## src/rtl/pixel_tick_ctrl_if.sv

```systemverilog
// pixel_tick_ctrl_if: divisor configuration handshake (master offers Cfg_Div on Cfg_Valid, slave answers Cfg_Ready / Cfg_Err)
interface pixel_tick_ctrl_if #(
  parameter int DIV_W = 8
);
  logic             Cfg_Valid;
  logic [DIV_W-1:0] Cfg_Div;
  logic             Cfg_Ready;
  logic             Cfg_Err;
  modport master (output Cfg_Valid, Cfg_Div, input Cfg_Ready, Cfg_Err);
  modport slave (input Cfg_Valid, Cfg_Div, output Cfg_Ready, Cfg_Err);
endinterface

```

## src/rtl/pixel_tick_ctrl.sv

```systemverilog
// pixel_tick_ctrl: programmable tick divider; ports: Master_Clock_In/Reset_N clock and async active-low reset, Enable run request, cfg divisor handshake, Tick_Out period pulse, Running not-idle, Div_Out active divisor, Tick_Count ticks since reset
module pixel_tick_ctrl #(
  parameter int DIV_W       = 8,
  parameter int DIV_DEFAULT = 4,
  parameter int CNT_W       = 16
) (
  input  logic             Master_Clock_In,
  input  logic             Reset_N,
  input  logic             Enable,
  pixel_tick_ctrl_if.slave cfg,
  output logic             Tick_Out,
  output logic             Running,
  output logic [DIV_W-1:0] Div_Out,
  output logic [CNT_W-1:0] Tick_Count
);
  typedef enum logic [1:0] {IDLE, RUN, STOPPING} state_t;
  state_t           state;
  logic [DIV_W-1:0] cnt, div, pend;
  logic             pend_v, err, acc, legal, wrap;
  assign acc           = cfg.Cfg_Valid && !pend_v;
  assign legal         = cfg.Cfg_Div >= DIV_W'(2);
  assign wrap          = state != IDLE && cnt == div - DIV_W'(1);
  assign cfg.Cfg_Ready = !pend_v;
  assign cfg.Cfg_Err   = err;
  assign Running       = state != IDLE;
  assign Div_Out       = div;
  always_ff @(posedge Master_Clock_In or negedge Reset_N)
    if (!Reset_N) begin
      state      <= IDLE;
      cnt        <= '0;
      div        <= DIV_W'(DIV_DEFAULT);
      pend       <= '0;
      pend_v     <= 1'b0;
      Tick_Out   <= 1'b0;
      err        <= 1'b0;
      Tick_Count <= '0;
    end else begin
      Tick_Out   <= wrap;
      err        <= acc && !legal;
      Tick_Count <= Tick_Count + CNT_W'(wrap);
      cnt        <= (state == IDLE || wrap) ? '0 : cnt + DIV_W'(1);
      // pend_v is clear whenever a transfer happens, so apply and accept never collide
      if (wrap && pend_v) begin
        div    <= pend;
        pend_v <= 1'b0;
      end
      if (acc && legal) begin
        if (state == IDLE) div <= cfg.Cfg_Div;
        else begin
          pend   <= cfg.Cfg_Div;
          pend_v <= 1'b1;
        end
      end
      // STOPPING finishes its period unless Enable returns first
      state <= Enable ? RUN : (state == IDLE || (state == STOPPING && wrap)) ? IDLE : STOPPING;
    end
endmodule

```

## src/flat_wrapper.sv

```systemverilog
// flat-port wrapper written by rule: the top's interface ports become plain ports
module pixel_tick_ctrl_flat 
#(
  parameter int DIV_W       = 8,
  parameter int DIV_DEFAULT = 4,
  parameter int CNT_W       = 16
)
  (Master_Clock_In, Reset_N, Enable, Tick_Out, Running, Div_Out, Tick_Count, cfg_Cfg_Valid, cfg_Cfg_Div, cfg_Cfg_Ready, cfg_Cfg_Err);
  pixel_tick_ctrl_if #(.DIV_W(DIV_W)) cfg_i ();
  input  logic Master_Clock_In;
  input  logic Reset_N;
  input  logic Enable;
  output logic Tick_Out;
  output logic Running;
  output logic [DIV_W-1:0] Div_Out;
  output logic [CNT_W-1:0] Tick_Count;
  input wire logic [$bits(cfg_i.Cfg_Valid)-1:0] cfg_Cfg_Valid;
  input wire logic [$bits(cfg_i.Cfg_Div)-1:0] cfg_Cfg_Div;
  output wire logic [$bits(cfg_i.Cfg_Ready)-1:0] cfg_Cfg_Ready;
  output wire logic [$bits(cfg_i.Cfg_Err)-1:0] cfg_Cfg_Err;
  assign cfg_i.Cfg_Valid = cfg_Cfg_Valid;
  assign cfg_i.Cfg_Div = cfg_Cfg_Div;
  assign cfg_Cfg_Ready = cfg_i.Cfg_Ready;
  assign cfg_Cfg_Err = cfg_i.Cfg_Err;
  pixel_tick_ctrl #(.DIV_W(DIV_W), .DIV_DEFAULT(DIV_DEFAULT), .CNT_W(CNT_W)) u_core (.Master_Clock_In(Master_Clock_In), .Reset_N(Reset_N), .Enable(Enable), .cfg(cfg_i), .Tick_Out(Tick_Out), .Running(Running), .Div_Out(Div_Out), .Tick_Count(Tick_Count));
endmodule
```

## config.mk

```make
export PLATFORM = sky130hd
export DESIGN_NAME = pixel_tick_ctrl_flat
export DESIGN_NICKNAME = d
export VERILOG_FILES = /design/src/rtl/pixel_tick_ctrl_if.sv /design/src/rtl/pixel_tick_ctrl.sv /design/src/flat_wrapper.sv
export SDC_FILE = /design/constraint.sdc
export NUM_CORES = 1
export LEC_CHECK = 0
export CAP_MARGIN = 0
export CELL_PAD_IN_SITES_DETAIL_PLACEMENT = 0
export CELL_PAD_IN_SITES_GLOBAL_PLACEMENT = 1
export CORE_AREA = 2 2 69 87
export DETAILED_ROUTE_END_ITERATION = 7
export DIE_AREA = 0 0 71 89
export PLACE_DENSITY = 0.83
export SLEW_MARGIN = 40
export SYNTH_ARGS = -nofsm -noshare
export SYNTH_HDL_FRONTEND = slang
export SYNTH_SLANG_ARGS = --single-unit
```

## constraint.sdc

```tcl
create_clock -name Master_Clock_In -period 3.5 [get_ports Master_Clock_In]
set_clock_uncertainty 0.05 [all_clocks]
set_input_delay 0.7 -clock Master_Clock_In [delete_from_list [all_inputs] [get_ports Master_Clock_In]]
set_output_delay 0.7 -clock Master_Clock_In [all_outputs]
set_load 0.1 [all_outputs]
```

Word level (Yosys, flattened, before mapping)

Cells that the tools add are included.

Bits in registers: 45
Logic and storage cells: 37
Output and inout bits: 28
Input bits: 12

Magnitude comparators: 1
Bitwise logic cells: 1
Mux-type cells: 9
Reductions and logical operators: 13
Equal/unequal tests: 2
Add/sub/neg operators: 3

Operator list:

| kind                                                | number |
|---|---|
| two-way mux 8 bit                                   | 4 |
| adder 16 x 1 -> 16 bit                              | 1 |
| adder 8 x 1 -> 8 bit, second input constant         | 1 |
| == test 8 bit                                       | 1 |
| >= comparator 8 x 2 -> 1 bit, second input constant | 1 |
| subtractor 8 x 1 -> 8 bit, second input constant    | 1 |
| logical AND 1 bit                                   | 6 |
| two-way mux 2 bit                                   | 2 |
| two-way mux 1 bit                                   | 3 |
| == test 2 bit, second input constant                | 1 |
| logical NOT 1 bit                                   | 2 |
| logical NOT 2 bit                                   | 1 |
| logical OR 1 bit                                    | 2 |
| AND reduction 2 bit                                 | 1 |
| nonzero test 2 bit                                  | 1 |
| inverter 1 bit                                      | 1 |

Longest topological paths before layout

Word-level depth: 7
Gate-level depth with buffers: 13
Gate-level depth less buffers: 13

Least setup slack after synthesis

No wires, ideal clock.

Path kind: flip-flop to flip-flop
Start: reg u_core.div[0] (netlist: u_core.Div_Out[0])
End: reg u_core.Tick_Count[13]
Path buffers: 0
Library setup time: 158 ps
Data required time: 3292 ps
Slack: -77 ps
Cell stages (with the launch flop): 13
Arrival time: 3369 ps
Clock period less this slack: 3577 ps
Cell sequence: dfrtp_1 inv_1 ha_1 nor3b_2 xnor2_1 a2111oi_2 nand4_2 nor2_1 ha_1 nand3_1 nor2_1 nand3_1 xnor2_1

Cells in the longest elaborated chain, start to end: 4

Ends and longest elaborated chain:

| element                   | RTL line              | RTL |
|---|---|---|
| start, declared           | pixel_tick_ctrl.sv:18 | `logic [DIV_W-1:0] cnt, div, pend;` |
| start signal, assigned    | pixel_tick_ctrl.sv:31 | `div <= DIV_W'(DIV_DEFAULT);` |
| start signal, assigned    | pixel_tick_ctrl.sv:44 | `div <= pend;` |
| start signal, assigned    | pixel_tick_ctrl.sv:48 | `if (state == IDLE) div <= cfg.Cfg_Div;` |
| subtractor 8 x 1 -> 8 bit | pixel_tick_ctrl.sv:22 | `assign wrap = state != IDLE && cnt == div - DIV_W'(1);` |
| == test 8 bit             | pixel_tick_ctrl.sv:22 |  |
| logical AND 1 bit         | pixel_tick_ctrl.sv:22 |  |
| net u_core.wrap           | pixel_tick_ctrl.sv:19 | `logic pend_v, err, acc, legal, wrap;` |
| adder 16 x 1 -> 16 bit    | pixel_tick_ctrl.sv:40 | `Tick_Count <= Tick_Count + CNT_W'(wrap);` |
| end signal, assigned      | pixel_tick_ctrl.sv:40 |  |
| end, declared             | pixel_tick_ctrl.sv:14 | `output logic [CNT_W-1:0] Tick_Count` |

The timed path passes the listed nets, and every way through them passes these cells.
A chain may end at the register's enable or synchronous reset.

Worst setup path in the final report

Start: reg u_core.div[0] (netlist: u_core.Div_Out[0])
End: reg u_core.Tick_Count[15]

The elaborated chain is that of the path after synthesis.

==> summary.md <==
| Metric | Value |
|---|---|
| Area after DPL | `0.00257 mm^2` |
| Internal power | `810 uW` |
| Initial core utilization | `40.0%` |
| Combinational share of power | `9.7%` |
| Max Slew Vio Count | `0` |
| Worst slew pin tran | `0.702 ns` |
| Period minus WS final | `3.09 ns` |
| Wire per inst | `14.3 um` |
| Drc violations | `0` |
| Area Growth Syn to Fin | `23.5%` |
| Required time of the worst setup path | `3.63 ns` |
| Postcts setup bufs | `0` |
| Remaining Overflow, GRT | `0` |
| Final WL | `4300 um` |
| Clock root buffer | `clkbuf_8` |
| CTS Buffer Depth | `2` |
| Die Area | `0.00632 mm^2` |
| Flop pwr share | `51.9%` |
| Max-Cap Viols | `0` |
| Reg-to-reg setup timing slack | `0.41 ns` |
| VDD IR-drop max | `0.000236 V` |
| DP HPWL | `3210 um` |
| Vias in the first global route | `1,496` |
| Crit share post-route | `88.3%` |
| Total number of yosys warnings | `0` |
| RSZ-0062 raised after global routing | `no` |
| CTS Sinks | `45` |
| Initial DRC Count | `80` |
| Hold slack | `0.351 ns` |
| Clock Pin Slew Worst Setup and Hold Paths | `0.09 ns` |
| Core area | `0.00544 mm^2` |
| Max FO, Critical Path | `5` |
| Antenna Nets Post-Route | `0` |
| Detailed-route via count | `1,522` |
| Ys async rst share | `100%` |
| Share of layout cells above drive strength 1 | `24.2%` |
| Synth area leaders | `dfrtp_1 51%, xnor2_1 8.0%, mux2i_1 6.9%` |
| Die height | `89 um` |
| Post-synth net total | `207` |
| Fmax | `0.324 GHz` |
| Pre-CTS WS | `0.392 ns` |
| Slowest-stage cell, CP | `dfrtp_2` |
| Final core utilization | `49.4%` |
| Yosys top cell area share | `50.6%` |
| Core Rows | `30` |
| Clk network pwr share | `38.4%` |
| WP buf/inv | `1` |
| Synth Register Bits | `45` |
| I/O Buffers | `39` |
| Hold Buf Count CTS | `0` |
| Top post-synthesis cells by count | `44 x dfrtp_1, 22 x nor2_1, 20 x xnor2_1` |
| Post-synth EDFFs | `0` |
| Final Instance Area | `0.00269 mm^2` |
| Distinct cells, synth | `29` |
| Normalized max-slew margin | `53.0%` |
| Die width | `71 um` |
| Largest net degree at the start of global routing | `46` |
| Initial antenna violation count | `0` |
| CP peak stage delay | `0.44 ns` |
| Syn Area/Cell | `11.5 um^2` |
| RePlAce Congestion | `0.791` |
| Final net count | `252` |
| Leak | `0.00125 uW` |
| All-Layer GR Usage | `14.6%` |
| Final worst slack | `0.410 ns` |
| Global-route wire length before repair | `7170 um` |
| Power per Cell Area | `398 mW/mm^2` |
| Biggest area consumer among synthesized cells | `dfrtp_1` |
| Synth Flop Type | `dfrtp_1` |
| Final setup vio count | `0` |
| Drt pass-1 iters | `4` |
| Hold Crit Class | `in2async` |
| Crit. End Element | `flop` |
| Synth Cell Area | `0.00218 mm^2` |
| Drt via density | `5.07` |
| Synth Instances | `190` |
| Diodes inserted | `0` |
| # IOs | `40` |
| Status | `finished clean` |
| Clock latency at the later pin of the worst-skew pair | `0.30 ns` |
| Top delay family on crit path | `simple AND/OR/NAND/NOR gates` |
| WS Path Type | `reg2reg` |
| Crit start category | `flop` |
| Sequential element share of the synthesized area | `51.8%` |
| CTS tree | `yes` |
| CP arrival | `3.23 ns` |
| # H-tree levels | `2` |
| TNS Setup | `0 ns` |
| Hold Fails Final Rpt | `0` |
| Gates resized, CTS repair | `0` |
| Sw power | `261 uW` |
| Net Sw Frac | `24.4%` |
| Top-count cell post-synth | `dfrtp_1` |
| Total CTS buffers | `5` |
| Critical Path, Cell by Cell | `inv_1 -> ha_1 -> nor3b_2 -> xnor2_1 -> a2111oi_2 -> nand4_2 -> nor2_1 -> ha_1 -> nand3_1 -> nor2_1 -> nand3_1 -> xnor2_1` |
## worst paths after layout
check | cells past startpoint | to | startpoint
min reg2reg | 1 | u_core.Tick_Count[15] | u_core.Tick_Count[15]
min | 1 | u_core.Div_Out[7] | Reset_N
max in group asynchronous | 1 | u_core.Div_Out[1] | Reset_N
min in group Master_Clock_In | 1 | u_core.Tick_Count[15] | u_core.Tick_Count[15]
max reg2reg | 12 | u_core.Tick_Count[15] | u_core.Div_Out[0]
max | 12 | u_core.Tick_Count[15] | u_core.Div_Out[0]
## stage by stage
stage,power [uW],std cells
after detailed placement,672,292
after global placement,671,292
after CTS,1080,300
after global routing,1120,300
final,1070,300
after floorplan,628,190
## area by class of cell
| class | instances | area [um^2] |
|---|---|---|
| fill | 495 | 2750 |
| sequential | 45 | 1130 |
| multi-input combinational | 138 | 1030 |
| timing repair buffer | 39 | 303 |
| clock buffer | 6 | 82.6 |
| tap | 64 | 80.1 |
| clock inverter | 2 | 37.5 |
| inverter | 6 | 22.5 |
## power groups by stage
| stage | clock network [uW] | registers, uW | logic, uW |
|---|---|---|---|
| 2_1_floorplan | 0 | 570 | 57.8 |
| 3_3_place_gp | 0 | 567 | 103 |
| 4_1_cts | 421 | 557 | 106 |
| 3_5_place_dp | 0 | 567 | 105 |
| 5_1_grt | 447 | 560 | 115 |
| 6_report | 411 | 556 | 104 |
## sequential cells by signal (all words and copies together), names as in the netlist
register	cells
u_core.cfg.Cfg_Err	1
u_core.pend	8
u_core.state	2
u_core.Div_Out	8
u_core.Tick_Count	16
u_core.cnt	8
u_core.Tick_Out	1
u_core.pend_v	1
## metal layers
layer  part of all wire, %  GRT usage (%)
met1                    43           17.8
met2                    51           25.0
met3                   4.6           3.95
met4                   1.1           5.66
met5                     0              0
## worst reg2reg max path, delay by kind of cell, from the launching register on
kind / cells / cell delay [ns]
adder cells (fa/ha/maj): 2 / 0.47
flip-flops: 1 / 0.44
AND/OR/NAND/NOR: 6 / 1.34
AO/OA/AOI/OAI: 1 / 0.37
buffers and inverters: 1 / 0.08
XOR/XNOR: 2 / 0.23
## kinds of logic after synthesis
logic type,share of synthesized area (%)
fa+ha+maj,2.87
simple gates,15.4
xor+xnor,12.9
mux,11.0
compound gates,4.77
flops,51.8
buf+inv,1.26
## layout by cell type, fill, tap and decap left out, drive strengths merged, types with 2 or more instances in the layout
master	n
a21oi	4
a22oi	6
and3	5
buf	29
clkbuf	6
clkdlybuf4s50	10
dfrtp	44
ha	5
inv	6
mux2	8
mux2i	15
nand2	10
nand3	15
nand4	2
nor2	22
nor3	6
xnor2	20
xor2	12
Note: power is estimated with default switching activity, not from simulation.
